### config.mk
export PLATFORM = sky130hd
export DESIGN_NAME = axil_arbiter_wr
export DESIGN_NICKNAME = d
export VERILOG_FILES = /design/src/rtl/axil_arbiter_wr.sv
export SDC_FILE = /design/constraint.sdc
export NUM_CORES = 1
export LEC_CHECK = 0
export ABC_AREA = 1
export BUFFER_PORTS_ARGS = -buffer_cell sky130_fd_sc_hd__buf_4
export CAP_MARGIN = 30
export CORE_ASPECT_RATIO = 2
export CORE_MARGIN = 2
export CORE_UTILIZATION = 30
export CTS_CLUSTER_SIZE = 40
export DETAILED_ROUTE_END_ITERATION = 8
export SLEW_MARGIN = 25
export SYNTH_ARGS = -nofsm -noshare
export SYNTH_HDL_FRONTEND = slang
export SYNTH_SLANG_ARGS = --single-unit
### constraint.sdc
create_clock -name aclk -period 1.3 [get_ports aclk]
set_clock_uncertainty 0.15 [all_clocks]
set_input_delay 0.065 -clock aclk [delete_from_list [all_inputs] [get_ports aclk]]
set_output_delay 0.065 -clock aclk [all_outputs]
set_load 0.005 [all_outputs]
### src/rtl/axil_arbiter_wr.sv
// axil_arbiter_wr: per-slave round-robin AW arbiter driving a registered one-hot write grant matrix
module axil_arbiter_wr #(
  parameter int NUMBER_MASTER  = 2,
  parameter int NUMBER_SLAVE   = 4,
  parameter int AXI_ADDR_WIDTH = 8
) (
  input  logic                      aclk,
  input  logic                      areset,
  input  logic [AXI_ADDR_WIDTH-1:0] m_axil_awaddr [NUMBER_MASTER],
  input  logic [NUMBER_MASTER-1:0]  m_axil_awvalid,
  input  logic [NUMBER_SLAVE-1:0]   s_axil_bvalid,
  input  logic [NUMBER_SLAVE-1:0]   s_axil_bready,
  output logic [NUMBER_MASTER-1:0]  grant_wr [NUMBER_SLAVE]
);
  localparam int SW = $clog2(NUMBER_SLAVE);
  localparam int PW = (NUMBER_MASTER > 1) ? $clog2(NUMBER_MASTER) : 1;
  typedef enum logic {IDLE, BUSY} state_t;
  state_t                   state   [NUMBER_SLAVE];
  state_t                   state_n [NUMBER_SLAVE];
  logic [PW-1:0]            ptr     [NUMBER_SLAVE];
  logic [PW-1:0]            ptr_n   [NUMBER_SLAVE];
  logic [NUMBER_MASTER-1:0] grant_n [NUMBER_SLAVE];
  logic [NUMBER_MASTER-1:0] req     [NUMBER_SLAVE];
  logic [NUMBER_MASTER-1:0] master_busy;
  logic                     unused_addr;
  // only the top address bits select a slave; fold the rest away
  always_comb begin
    unused_addr = 1'b0;
    for (int k = 0; k < NUMBER_MASTER; k++) unused_addr ^= ^m_axil_awaddr[k];
  end
  // a master holding any grant may not request another slave
  always_comb begin
    master_busy = '0;
    for (int i = 0; i < NUMBER_SLAVE; i++) master_busy |= grant_wr[i];
  end
  // per-slave request vector from address decode, masked by busy masters
  always_comb begin
    for (int i = 0; i < NUMBER_SLAVE; i++)
      for (int k = 0; k < NUMBER_MASTER; k++)
        req[i][k] = m_axil_awvalid[k] && (m_axil_awaddr[k][AXI_ADDR_WIDTH-1 -: SW] == SW'(i)) && !master_busy[k];
  end
  // round-robin pick in IDLE, hold grant in BUSY until the B handshake
  always_comb begin
    logic [PW-1:0] sel;
    logic [PW-1:0] idx;
    sel = '0;
    idx = '0;
    for (int i = 0; i < NUMBER_SLAVE; i++) begin
      state_n[i] = state[i];
      grant_n[i] = grant_wr[i];
      ptr_n[i]   = ptr[i];
      sel        = '0;
      for (int j = NUMBER_MASTER - 1; j >= 0; j--) begin
        idx = PW'((int'(ptr[i]) + j) % NUMBER_MASTER);
        sel = req[i][idx] ? idx : sel;
      end
      if (state[i] == IDLE && |req[i]) begin
        state_n[i] = BUSY;
        grant_n[i] = NUMBER_MASTER'(1) << sel;
        ptr_n[i]   = PW'((int'(sel) + 1) % NUMBER_MASTER);
      end else if (state[i] == BUSY && s_axil_bvalid[i] && s_axil_bready[i]) begin
        state_n[i] = IDLE;
        grant_n[i] = '0;
      end
    end
  end
  // state, pointer and grant registers
  always_ff @(posedge aclk) begin
    for (int i = 0; i < NUMBER_SLAVE; i++) begin
      state[i]    <= areset ? IDLE : state_n[i];
      ptr[i]      <= areset ? '0 : ptr_n[i];
      grant_wr[i] <= areset ? '0 : grant_n[i];
    end
  end
endmodule

# ---- After elaboration in Yosys (flattened, before gate mapping)
# Memories as Yosys holds them, arrays and structs flattened.
# Cells that the tools add are included.
dict set report totals {
  ff_bits 8
  mem_bits_rw 8
  input_bits 28
  out_inout_bits 8
  wordCells 131
  n_memories 2
}
dict set report classes {
  n_addsub 8
  magnitude_cmp 8
  n_eq_ne 6
  n_shift 4
  muxes 52
  bitwise 7
  reduce_logical 40
}
# memory depth width rd rd_clocked_by_memory_dff write_ports line
set memory_table {}
lappend memory_table {ptr 4 1 4 0 4 20} ;# logic [PW-1:0] ptr [NUMBER_SLAVE];
lappend memory_table {state 4 1 4 0 4 18} ;# state_t state [NUMBER_SLAVE];
# operator n
set ops {}
lappend ops {{$mux W1} 44}
lappend ops {{$logic_and A1 B1 Y1} 28}
lappend ops {{$lt A1 B2 Y1 const B} 8}
lappend ops {{$mux W2} 8}
lappend ops {{$add A1 B1 Y1 const B} 8}
lappend ops {{$eq A2 B2 Y1 const B} 4}
lappend ops {{$reduce_bool A2 Y1} 4}
lappend ops {{$reduce_or A2 Y1} 4}
lappend ops {{$shl A1 B1 Y2 const A} 4}
lappend ops {{$or A2 B2 Y2} 3}
lappend ops {{$eq A2 B1 Y1 const B} 2}
lappend ops {{$logic_not A2 Y1} 2}
lappend ops {{$not A1 Y1} 4}
lappend ops {{$logic_not A1 Y1} 2}

# ---- Depth between registers and ports, before layout
dict set report logic_depth {
  depth_word 12
  depth_mapped 8
  ltp_nobuf 8
}

# ---- Worst setup path before layout
# Ideal clock, no wire load.
dict set report synth_path {
  path_type {reg2reg}
  startpoint {register grant_wr[2] in the netlist's numbering}
  endpoint {register grant_wr[2] in the netlist's numbering}
  setup_ns 0.133
  t_arrival_ns 0.921
  required_ns 1.017
  slack_ns 0.095
  stages_incl_launch_ff 9
  n_path_buf 0
  synth_period_minus_slack_ns 1.205
  cell_sequence {dfxtp_1 > inv_2 > nand2_4 > nor2_8 > nand2_1 > nand2_2 > nand2_2 > nand3_1 > a21oi_2}
}
dict set report synth_via {
  elab_chain_cells 10
  elab_cells_between_ends 15
  classes_between {shift (1); mux (7); bitwise (2); reduce/logical (5)}
}
# item line
set synth_lines {}
lappend synth_lines {{start: declaration} 13} ;# output logic [NUMBER_MASTER-1:0] grant_wr [NUMBER_SLAVE]
lappend synth_lines {{start signal: indexed assignment} 72} ;# grant_wr[i] <= areset ? '0 : grant_n[i];
lappend synth_lines {{$or A2 B2 Y2 (*) (2 in series)} 34} ;# for (int i = 0; i < NUMBER_SLAVE; i++) master_busy |= grant_wr[i];
lappend synth_lines {{$logic_not A1 Y1 (*)} 40} ;# req[i][k] = m_axil_awvalid[k] && (m_axil_awaddr[k][AXI_ADDR_WIDTH-1 -: SW] == SW'(i)) && !master_busy[k];
lappend synth_lines {{$logic_and A1 B1 Y1 (*)} 40}
lappend synth_lines {{$mux W1 (implied by the code) (2 in series)} 55} ;# sel = req[i][idx] ? idx : sel;
lappend synth_lines {{$mux W1 (2 in series)} 55}
lappend synth_lines {{$shl A1 B1 Y2} 59} ;# grant_n[i] = NUMBER_MASTER'(1) << sel;
lappend synth_lines {{$mux W2} 57} ;# if (state[i] == IDLE && |req[i]) begin
# Every way passes the cells marked *; elsewhere a longest branch is shown, timed or not. The select of a mux whose other input is x is not followed.
# A chain may end at the register's enable or synchronous reset.

# ---- Worst setup path after layout
dict set report layout_path {
  startpoint {register grant_wr[3] in the netlist's numbering}
  endpoint {register grant_wr[0] in the netlist's numbering}
}
# The elaborated chain is that of the path after synthesis.

==> results.json <==
{
  "syn-num-nets": 157,
  "num_vias": 918,
  "gp_congestion": 0.7628,
  "io_pins": 36,
  "hold_violations": 0,
  "globalRouteOverflowTotal": 0,
  "drv_cap": 0,
  "gr-usage-all-layers_pct": 13.14,
  "setup_viol": 0,
  "portBuffers": 23,
  "grt_pass1_vias": 888,
  "dp_slack_ns": 0.02984,
  "grt_max_degree": 14,
  "start_util_pct": 31.44,
  "cp.required_ns": 1.30,
  "place_hpwl_mm": 1.616,
  "cts_tree": "done",
  "post_layout_nonfiller_instances": 190,
  "setup_ws_ns": 0.0001406,
  "synth_seq_area_share_pct": 36.78,
  "cp-start-kind": "flop",
  "via_per_inst": 4.832,
  "dp_cells": 184,
  "timing.fmax_ghz": 0.7693,
  "yosys_warnings": 0,
  "cts_buffers": 3,
  "die_w_microns": 42.10,
  "setup_tns_ns": 0,
  "p_leak_uw": 0.0006033,
  "post_drt_wl_per_cell_microns": 11.88,
  "syn_area_per_cell_sq_um": 6.751,
  "min_path_type": "in2reg",
  "final_layout_size_suffix_gt1_share_pct": 57.14,
  "cts_root_buffer": "clkbuf_8",
  "synth.distinct_cells": 16,
  "synth_area_sq_um": 870.8,
  "hold_slack_ns": 0.05724,
  "synth_cells": 129,
  "outcome": "finished clean",
  "slew_violations": 0,
  "ant_nets": 0,
  "most-common-layout-cells": "buf_4, inv_1, nand2_2, nand3_2, dfxtp_1",
  "ys_ff_latch": 16,
  "clkTransAtPathRegs_ns": 0.07,
  "dr.pass1.iters": 4,
  "finalCritPeriodShare_pct": 99.99,
  "drt_iter0_drc": 8,
  "clock_latency_ns": 0.26,
  "clock_sinks": 16,
  "vdd_ir_drop_max_mv": 0.6281,
  "syn_to_final_growth_pct": 57.33,
  "die_y_microns": 80.20,
  "layout_min_cycle_time_ns": 1.300,
  "rows": 27,
  "routed_wl_mm": 2.257,
  "fin_area_sq_mm": 0.001370,
  "pwr_density_cell_mw_per_mm2": 1090,
  "cp-end-kind": "flop",
  "core_sq_mm": 0.002770,
  "drc": 0,
  "num_antenna_cells": 0,
  "cts_buffer_depth": 2,
  "worstPathArrival_ns": 1.30,
  "antenna_found_initial": 0,
  "rsz0062_at_grt": "true",
  "maxSlewHeadroom_pct": 81.19,
  "dieArea_sq_mm": 0.003376,
  "grt_pass1_wl_mm": 3.436,
  "path_class": "reg2reg",
  "worst_pin_slew_ns": 0.2811,
  "fin_nets": 190,
  "cts_max_level": 1,
  "placed_area_sq_mm": 0.001106,
  "crit_fanout": 4,
  "layout_commonest_cell": "buf_4"
}
-- timing repair --
action	CTS	global route
gates resized for setup	0	54
hold buffers	1	0
hold endpoints to repair	12	0
setup endpoints to repair	0	15
buffers inserted	0	1
-- flip-flops by register name, summed over array words and instances (netlist names) --
register	flops
grant_wr	8
ptr	4
state	4
-- per-stage QoR --
step                      utilization [%]  power [uW]
after floorplan                         -       800.0
after global placement              39.93       919.7
after detailed placement            39.93       929.7
after CTS                           42.28        1383
after global routing                49.46        1564
final                               49.46        1493
-- power by group --
| group | switching, uW | leakage [uW] | internal (uW) |
|---|---|---|---|
| logic | 267 | 0.000441 | 195 |
| clock network | 189 | 0.0000288 | 270 |
| registers | 31.7 | 0.000133 | 541 |
-- synthesized netlist by cell type --
cell / count / area, sq um
nand3_1: 24 / 120.1
a21oi_1: 11 / 55.05
nor2_1: 6 / 22.52
nand3_2: 2 / 20.02
a21oi_2: 4 / 35.03
inv_1: 24 / 90.09
dfxtp_1: 16 / 320.3
o211ai_1: 1 / 7.510
nor2_8: 1 / 20.02
inv_2: 2 / 7.510
nand2_4: 1 / 11.26
clkbuf_1: 1 / 3.750
nor2_2: 1 / 6.260
nand2_1: 25 / 93.84
nand2_2: 8 / 50.05
clkinv_1: 2 / 7.510
-- worst max-delay path: stages, from the launching register on --
cell     delay (ns)
dfxtp_4        0.36
inv_2          0.05
nand2_2        0.05
nor2_4         0.17
nand2_2        0.10
nand2_4        0.11
nand2_4        0.07
nand3_2        0.07
a21oi_2        0.05
-- per-layer routing --
metal | up-vias | global-route usage (%) | wire [microns]
met1 | 425 | 13.27 | 856
met2 | 21 | 25.16 | 1275
li1 | 467 | - | -
met4 | 0 | 6.563 | 48
met5 | - | 0 | 0
met3 | 5 | 2.022 | 77
-- final timing paths --
path | start | to | slack [ns] | depth (start not counted)
worst max-delay path | grant_wr[3]$_SDFFE_PP0P_ | grant_wr[0]$_SDFFE_PP0P_ | 0.0001 | 8
worst min-delay path | s_axil_bvalid[1] | grant_wr[5]$_SDFFE_PP0P_ | 0.06 | 4
worst max register to register | grant_wr[3]$_SDFFE_PP0P_ | grant_wr[0]$_SDFFE_PP0P_ | 0.0001 | 8
worst min register to register | ptr[1]$_SDFFE_PP0P_ | ptr[1]$_SDFFE_PP0P_ | 0.31 | 2
-- cell type report --
class / instances / area [sq um]
repair buffers: 29 / 220.2
flip-flops and latches: 16 / 329.1
well taps: 29 / 36.28
fillers: 279 / 1400
multi-input cells: 84 / 624.3
inverters: 28 / 105.1
clock buffers: 4 / 55.05
-- cells by family after synthesis --
| group | after synthesis | share of synthesized area, % |
|---|---|---|
| AND/OR/NAND/NOR | 68 | 39.51 |
| buffers and inverters | 29 | 12.50 |
| flip-flops | 16 | 36.78 |
| AO/OA/AOI/OAI | 16 | 11.21 |
Note: power is estimated with default switching activity, not from simulation.
